**src/rtl/led_frame_buffer_if.sv**
```systemverilog
// Game-logic side bus of the LED frame buffer: row writes, clear/commit
// requests, status back to the game logic, and the pixel/scan outputs that
// feed the display driver.
interface led_frame_buffer_if;
    logic              WrEn;
    logic [3:0]        WrRow;
    logic [15:0]       WrRed;
    logic [15:0]       WrGrn;
    logic              ClrReq;
    logic              Commit;
    logic              Busy;
    logic              SwapDone;
    logic              ScanTick;
    logic [15:0][15:0] RedPixels;
    logic [15:0][15:0] GrnPixels;

    modport master (
        output WrEn, WrRow, WrRed, WrGrn, ClrReq, Commit,
        input  Busy, SwapDone, ScanTick, RedPixels, GrnPixels
    );

    modport slave (
        input  WrEn, WrRow, WrRed, WrGrn, ClrReq, Commit,
        output Busy, SwapDone, ScanTick, RedPixels, GrnPixels
    );
endinterface

```
**src/rtl/led_frame_buffer.sv**
```systemverilog
// Double-buffered 16x16 red/green frame store. Game logic draws into the back
// buffer; a commit is copied to the front buffer only on the edge where the
// display driver wraps back to row 0, so the panel never shows a torn frame.
// Also generates the driver's row-advance enable (ScanTick).
module led_frame_buffer #(
    parameter int TICK_DIV = 1,
    parameter int FREQDIV  = 0
) (
    input  logic              Clock,
    input  logic              RST,
    led_frame_buffer_if.slave bus
);
    localparam int CNT_W  = (TICK_DIV > 1) ? $clog2(TICK_DIV) : 1;
    localparam int FCNT_W = FREQDIV + 4;
    localparam logic [CNT_W-1:0] CNT_LAST = CNT_W'(TICK_DIV - 1);

    typedef enum logic [1:0] {IDLE, CLEAR, WAIT_SWAP} state_t;

    state_t            state_reg;
    logic [3:0]        clr_row_reg;
    logic [CNT_W-1:0]  cnt_reg;
    logic              scan_tick_reg;
    logic [FCNT_W-1:0] fcnt_reg;
    logic              busy_reg;
    logic              swap_done_reg;
    logic [15:0]       back_red_reg  [16];
    logic [15:0]       back_grn_reg  [16];
    logic [15:0]       front_red_reg [16];
    logic [15:0]       front_grn_reg [16];
    logic              frame_end;
    logic              wr_accept;

    // The last ScanTick of a frame: the driver's row counter wraps on this edge.
    assign frame_end = scan_tick_reg && (fcnt_reg == '1);
    // A row write lands only when idle and not overridden by a clear request.
    assign wr_accept = (state_reg == IDLE) && !bus.ClrReq && bus.WrEn;

    // Clock divider producing a registered one-cycle ScanTick every TICK_DIV cycles.
    always_ff @(posedge Clock) begin
        if (RST) begin
            cnt_reg       <= '0;
            scan_tick_reg <= 1'b0;
        end else if (cnt_reg == CNT_LAST) begin
            cnt_reg       <= '0;
            scan_tick_reg <= 1'b1;
        end else begin
            cnt_reg       <= cnt_reg + 1'b1;
            scan_tick_reg <= 1'b0;
        end
    end

    // Counts ScanTicks within a display frame, wrapping naturally at 16*2^FREQDIV.
    always_ff @(posedge Clock) begin
        if (RST) begin
            fcnt_reg <= '0;
        end else if (scan_tick_reg) begin
            fcnt_reg <= fcnt_reg + 1'b1;
        end
    end

    // Back buffer: one row zeroed per cycle while clearing, else accepts row writes.
    always_ff @(posedge Clock) begin
        if (RST) begin
            for (int i = 0; i < 16; i++) begin
                back_red_reg[i] <= '0;
                back_grn_reg[i] <= '0;
            end
        end else if (state_reg == CLEAR) begin
            back_red_reg[clr_row_reg] <= '0;
            back_grn_reg[clr_row_reg] <= '0;
        end else if (wr_accept) begin
            back_red_reg[bus.WrRow] <= bus.WrRed;
            back_grn_reg[bus.WrRow] <= bus.WrGrn;
        end
    end

    // Control FSM: clear sequencing, commit wait, whole-frame swap, registered status.
    always_ff @(posedge Clock) begin
        if (RST) begin
            state_reg     <= IDLE;
            clr_row_reg   <= '0;
            busy_reg      <= 1'b0;
            swap_done_reg <= 1'b0;
            for (int i = 0; i < 16; i++) begin
                front_red_reg[i] <= '0;
                front_grn_reg[i] <= '0;
            end
        end else begin
            swap_done_reg <= 1'b0;
            case (state_reg)
                IDLE: begin
                    if (bus.ClrReq) begin
                        state_reg   <= CLEAR;
                        clr_row_reg <= '0;
                        busy_reg    <= 1'b1;
                    end else if (bus.Commit) begin
                        // Entering the wait here means a commit seen on a
                        // frame-end cycle is held until the following frame end.
                        state_reg <= WAIT_SWAP;
                        busy_reg  <= 1'b1;
                    end
                end
                CLEAR: begin
                    clr_row_reg <= clr_row_reg + 1'b1;
                    if (clr_row_reg == 4'd15) begin
                        state_reg <= IDLE;
                        busy_reg  <= 1'b0;
                    end
                end
                WAIT_SWAP: begin
                    if (frame_end) begin
                        for (int i = 0; i < 16; i++) begin
                            front_red_reg[i] <= back_red_reg[i];
                            front_grn_reg[i] <= back_grn_reg[i];
                        end
                        swap_done_reg <= 1'b1;
                        state_reg     <= IDLE;
                        busy_reg      <= 1'b0;
                    end
                end
                default: begin
                    state_reg <= IDLE;
                    busy_reg  <= 1'b0;
                end
            endcase
        end
    end

    // Present each front row on the driver's [row][col] pixel buses.
    generate
        for (genvar gi = 0; gi < 16; gi++) begin : g_pix_row
            assign bus.RedPixels[gi] = front_red_reg[gi];
            assign bus.GrnPixels[gi] = front_grn_reg[gi];
        end
    endgenerate

    assign bus.Busy     = busy_reg;
    assign bus.SwapDone = swap_done_reg;
    assign bus.ScanTick = scan_tick_reg;
endmodule

```
**src/flat_wrapper.sv**
```systemverilog
// flat-port wrapper written by rule: the top's interface ports become plain ports
module led_frame_buffer_flat 
#(
    parameter int TICK_DIV = 1,
    parameter int FREQDIV  = 0
)
  (Clock, RST, bus_WrEn, bus_WrRow, bus_WrRed, bus_WrGrn, bus_ClrReq, bus_Commit, bus_Busy, bus_SwapDone, bus_ScanTick, bus_RedPixels, bus_GrnPixels);
  led_frame_buffer_if bus_i ();
  input  logic Clock;
  input  logic RST;
  input wire logic [$bits(bus_i.WrEn)-1:0] bus_WrEn;
  input wire logic [$bits(bus_i.WrRow)-1:0] bus_WrRow;
  input wire logic [$bits(bus_i.WrRed)-1:0] bus_WrRed;
  input wire logic [$bits(bus_i.WrGrn)-1:0] bus_WrGrn;
  input wire logic [$bits(bus_i.ClrReq)-1:0] bus_ClrReq;
  input wire logic [$bits(bus_i.Commit)-1:0] bus_Commit;
  output wire logic [$bits(bus_i.Busy)-1:0] bus_Busy;
  output wire logic [$bits(bus_i.SwapDone)-1:0] bus_SwapDone;
  output wire logic [$bits(bus_i.ScanTick)-1:0] bus_ScanTick;
  output wire logic [$bits(bus_i.RedPixels)-1:0] bus_RedPixels;
  output wire logic [$bits(bus_i.GrnPixels)-1:0] bus_GrnPixels;
  assign bus_i.WrEn = bus_WrEn;
  assign bus_i.WrRow = bus_WrRow;
  assign bus_i.WrRed = bus_WrRed;
  assign bus_i.WrGrn = bus_WrGrn;
  assign bus_i.ClrReq = bus_ClrReq;
  assign bus_i.Commit = bus_Commit;
  assign bus_Busy = bus_i.Busy;
  assign bus_SwapDone = bus_i.SwapDone;
  assign bus_ScanTick = bus_i.ScanTick;
  assign bus_RedPixels = bus_i.RedPixels;
  assign bus_GrnPixels = bus_i.GrnPixels;
  led_frame_buffer #(.TICK_DIV(TICK_DIV), .FREQDIV(FREQDIV)) u_core (.Clock(Clock), .RST(RST), .bus(bus_i));
endmodule
```
**config.mk**
```make
export PLATFORM = sky130hd
export DESIGN_NAME = led_frame_buffer_flat
export DESIGN_NICKNAME = d
export VERILOG_FILES = /design/src/rtl/led_frame_buffer_if.sv /design/src/rtl/led_frame_buffer.sv /design/src/flat_wrapper.sv
export SDC_FILE = /design/constraint.sdc
export NUM_CORES = 1
export LEC_CHECK = 0
export CORE_MARGIN = 3
export CORE_UTILIZATION = 40
export CTS_CLUSTER_SIZE = 40
export DETAILED_ROUTE_END_ITERATION = 8
export PLACE_DENSITY_LB_ADDON = 0.12
export SKIP_LAST_GASP = 1
export SYNTH_ARGS = -nofsm -noshare
export SYNTH_HDL_FRONTEND = slang
export SYNTH_SLANG_ARGS = --single-unit
```
**constraint.sdc**
```tcl
create_clock -name Clock -period 34.3 [get_ports Clock]
set_input_delay 8.575 -clock Clock [delete_from_list [all_inputs] [get_ports Clock]]
set_output_delay 8.575 -clock Clock [all_outputs]
set_load 0.01 [all_outputs]
```
Word-level counts from Yosys, hierarchy flattened:

Memory sizes are Yosys's and may differ from the RTL's.
Index checks and enable logic that the tools add are counted.

* $add $sub $neg: 3
* equal/unequal tests: 8
* multiplexer cells: 70
* bitwise gates (word level): 33
* reduce and logical (&&, ||, !) cells: 13

Operator list (number)
* $mux 16: 36
* $reduce_or 16->1: 4
* $or 1x1->1: 32
* $mux 1: 22
* $mux 4: 5
* $add 4x1->4 const B: 2
* $eq 4x4->1 const B: 2
* $mux 2: 4
* $pmux 4 s2: 1
* $pmux 2 s3: 1
* $ne 2x2->1 const B: 2
* $logic_and 1x1->1: 3
* $ne 3x3->1 const B: 1
* $pmux 1 s3: 1
* $reduce_and 3->1: 1
* $eq 2x1->1 const B: 1
* $eq 2x2->1 const B: 1
* $logic_not 2->1: 1
* $ne 2x1->1 const B: 1
* $reduce_and 2->1: 1
* $reduce_bool 2->1: 1
* $reduce_or 2->1: 1
* $add 1x1->1 const B: 1
* $logic_not 1->1: 1
* $not 1->1: 1

* register bits: 14
* RAM bits: 1024
* logic and storage cells: 138
* memories kept: 4

Memories
* u_core.back_grn_reg: words 16, bits a word 16, rd ports 16, clocked after memory_dff 0, wr ports 16, RTL line led_frame_buffer.sv:27 `logic [15:0] back_grn_reg [16];`
* u_core.back_red_reg: words 16, bits a word 16, rd ports 16, clocked after memory_dff 0, wr ports 16, RTL line led_frame_buffer.sv:26 `logic [15:0] back_red_reg [16];`
* u_core.front_grn_reg: words 16, bits a word 16, rd ports 16, clocked after memory_dff 0, wr ports 16, RTL line led_frame_buffer.sv:29 `logic [15:0] front_grn_reg [16];`
* u_core.front_red_reg: words 16, bits a word 16, rd ports 16, clocked after memory_dff 0, wr ports 16, RTL line led_frame_buffer.sv:28 `logic [15:0] front_red_reg [16];`

Depth between registers and ports, before layout:

* depth after elaboration: 9
* gate-level depth with buffers: 9

Least setup slack after synthesis:

OpenSTA, ideal clock, no wires.

* path type: flip-flop to flip-flop
* from: register u_core.state_reg[1]
* to: memory u_core.front_grn_reg[0][0] (enable)
* arrival: 24323 ps
* setup slack: 8481 ps
* stages on the path, launching flop included: 5
* buffers on the path: 2
* cell sequence: dfxtp_1 -> clkbuf_1 -> clkbuf_1 -> nand2_1 -> o21bai_1

RTL lines
* from (decl): RTL line led_frame_buffer.sv:19 `state_t state_reg;`
* from (signal assigned): RTL line led_frame_buffer.sv:80 `state_reg <= IDLE;`
* from (signal assigned): RTL line led_frame_buffer.sv:93 `state_reg <= CLEAR;`
* from (signal assigned): RTL line led_frame_buffer.sv:99 `state_reg <= WAIT_SWAP;`
* to (decl): RTL line led_frame_buffer.sv:29

==> impl_metrics.ini <==
[status]
status = completed

[placement]
gp_congestion = 0.826
port_buffers = 555
pre_cts_ws_ns = 21.38
hpwl_um = 72700
place_area_um2 = 45400

[synthesis]
yosys_warnings = 0
synth.cell_area_um2 = 38300
synthCells = 2448
syn-num-nets = 2491
synth_area_per_cell_um2 = 15.6
ys_ff_latch = 1038
yosysSeqAreaShare_pct = 81.0
synth_cell_type_count = 45

[cts]
cts_resized = 0
clkLatencyLatePin_ns = 0.66
post_cts_buffers = 0
cts_tree = done
htreeDepth = 3
cts-buffers-inserted = 107
cts.clk_slew.worst_paths_ns = 0.06
cts_hold_buf = 0
cts-root-buf = clkbuf_16
clock_sinks = 1038
clk_path_buf_depth = 3

[worst_setup_path]
r2r-start = u_core.state_reg[1]$_SDFFE_PP0P_
slowest_delay_ns = 0.95
critical_path.reg2reg.endpoint = u_core.front_grn_reg[0][22]$_SDFFCE_PN0P_
path_cells = clkdlybuf4s50_1, or4b_1, nor2_4, buf_4, a21oi_1, o21bai_4
crit_slowest_cell = o21bai_4
cp-end-kind = flop
crit_arrival_ns = 12.55
startpoint = bus_ClrReq
reg2reg_depth = 5
path_max_fanout = 66
r2r_slack_ns = 29.41
crit_type = in -> reg
cp-start-kind = input port
cp.required_ns = 34.56

[floorplanning]
core_area_um2 = 94200
rows = 112
die_x_um = 315
die_h_um = 315
ioPinCount = 556
floorplan.initialDensity_pct = 40.7
dieArea_um2 = 99500

[route]
routedWlPerCell_um = 25.6
drtIter0Drc = 2026
vias_per_cell = 4.98
drcViolationCount = 0
dr.pass1.iters = 5
via_count = 21700
routed_wl_um = 111000
ant_nets = 0

[sta]
tightest_slew_ns = 1.20
rsz0062_at_grt = false
maxSlewHeadroom_pct = 20.0
setup_viol_count_final = 0
setup_ws_ns = 22.01
timing_hold_violations_final = 0
period_needed_ns = 12.29
slew_viol_final = 0
finalClockSkew_ns = 0.0226
fin_tns_setup_ns = 0
period_share_pct = 35.8
timing.fmax_mhz = 81.4

[min_path]
holdPathStages = 1
hold_path_class = reg -> reg
worstHoldStart = u_core.cnt_reg$_SDFF_PP0_
min_to = u_core.bus.ScanTick$_SDFF_PP0_

[global_route]
grt.total_usage_pct = 22.0
antenna_found_initial = 17
grt_max_degree = 183
first_global_vias = 21700
globalRouteOverflowTotal = 0
grt_pass1_wl_um = 156000

[final_layout]
area_growth_pct = 27.7
layout_commonest_cell = edfxtp_1
post-route-util_pct = 52.0
final_cell_mix = edfxtp_1, clkdlybuf4s50_1, nor2_1, and2_1, nor2b_1
stdcell_area_um2 = 48900
post_route_cells_drive_above_1_share_pct = 7.23
final_nets = 3045

[power_and_ir_drop]
vdd_ir_drop_max_uv = 34.7
p_leak_nw = 17.0
p_per_area_nw_per_um2 = 56.8

[run]
drv_cap = 0
==> synthesized netlist by cell type, drive strengths merged <==
| library cell | instances | share of area (%) |
|---|---|---|
| nor3 | 5 | 0.065 |
| xor2 | 2 | 0.046 |
| nor2 | 436 | 4.3 |
| a21oi | 8 | 0.13 |
| dfxtp | 14 | 0.73 |
| edfxtp | 1024 | 80 |
| nand3 | 97 | 1.3 |
| and2 | 385 | 6.3 |
| nor4 | 1 | 0.016 |
| o211a | 1 | 0.026 |
| a31oi | 3 | 0.049 |
| conb | 1 | 0.0098 |
| clkbuf | 125 | 1.2 |
| mux2i | 2 | 0.052 |
| or4 | 1 | 0.029 |
| nor4bb | 2 | 0.052 |
| mux2 | 1 | 0.029 |
| nand2b | 5 | 0.082 |
| inv | 5 | 0.049 |
| nand4 | 1 | 0.016 |
| or4b | 1 | 0.026 |
| or3b | 1 | 0.023 |
| nor2b | 194 | 3.2 |
| o22ai | 1 | 0.016 |
| and3 | 35 | 0.57 |
| and4 | 2 | 0.046 |
| a32oi | 1 | 0.023 |
| a22oi | 2 | 0.039 |
| nor4b | 4 | 0.091 |
| or2 | 2 | 0.033 |
| a311o | 2 | 0.052 |
| xnor2 | 1 | 0.023 |
| buf | 24 | 0.38 |
| ha | 2 | 0.065 |
| nand2 | 37 | 0.36 |
| o21bai | 16 | 0.31 |
| a2111oi | 1 | 0.023 |
| o21ai | 3 | 0.039 |
==> worst max-delay path, delay by kind of cell <==
kind | cells | cell delay, ns
AOI/OAI and AO/OA | 2 | 1.40
buffers and inverters | 2 | 1.23
and+or+nand+nor | 2 | 1.25
==> stage by stage <==
step | cells | hold slack, ns | power [mW]
final | 4346 | 0.384 | 2.78
after global routing | 4342 | 0.407 | 2.86
after CTS | 4339 | 0.381 | 2.80
after floorplan | 2448 | 0.368 | 1.56
after global placement | 4147 | 0.372 | 1.63
after detailed placement | 4147 | 0.370 | 1.64
==> layout make-up <==
cell class / instances / area, µm²
clock inverter: 63 / 692
tap: 1254 / 1570
timing repair buffer: 594 / 5870
sequential: 1038 / 31000
multi-input combinational: 1256 / 6880
fill: 7754 / 45200
clock buffer: 129 / 2850
antenna: 7 / 17.5
inverter: 5 / 18.8
==> power breakdown <==
group	switching [mW]	internal, mW	total [mW]	leakage (nW)
Clock	0.478	0.694	1.17	1.71
Sequential	0.0228	1.44	1.46	10.7
Combinational	0.0869	0.0550	0.142	4.57
Total	0.587	2.19	2.78	17.0
==> how the worst max path moves through the flow <==
stage | endpoint | slack (ns) | cells past startpoint
detailed placement | u_core.back_red_reg[1][3]$_SDFFCE_PN0P_ | 21.38 | 6
floorplan | u_core.front_grn_reg[0][0]$_SDFFCE_PN0P_ | 8.48 | 4
global placement | u_core.back_red_reg[1][3]$_SDFFCE_PN0P_ | 21.51 | 6
global route | u_core.back_red_reg[13][9]$_SDFFCE_PN0P_ | 21.81 | 6
CTS | u_core.back_red_reg[1][11]$_SDFFCE_PN0P_ | 22.06 | 6
finish | u_core.back_red_reg[15][2]$_SDFFCE_PN0P_ | 22.01 | 6
==> cell families after synthesis <==
kind of cell	after synthesis	synth area share, %
and+or+nand+nor	1209	16.4
DFF	1038	81.0
buffers and inverters	154	1.65
AOI/OAI and AO/OA	38	0.715
xor gates and xnor gates	3	0.0686
muxes	3	0.0816
adders and majority gates	2	0.0653
other	1	0.00979
==> routing by layer <==
layer / track usage (%) / routed length, µm
met4: 7.47 / 3360
met2: 37.1 / 55700
met3: 4.67 / 8580
met1: 28.2 / 43600
met5: 0 / 17
No activity file was read; power rests on OpenSTA's default activity.
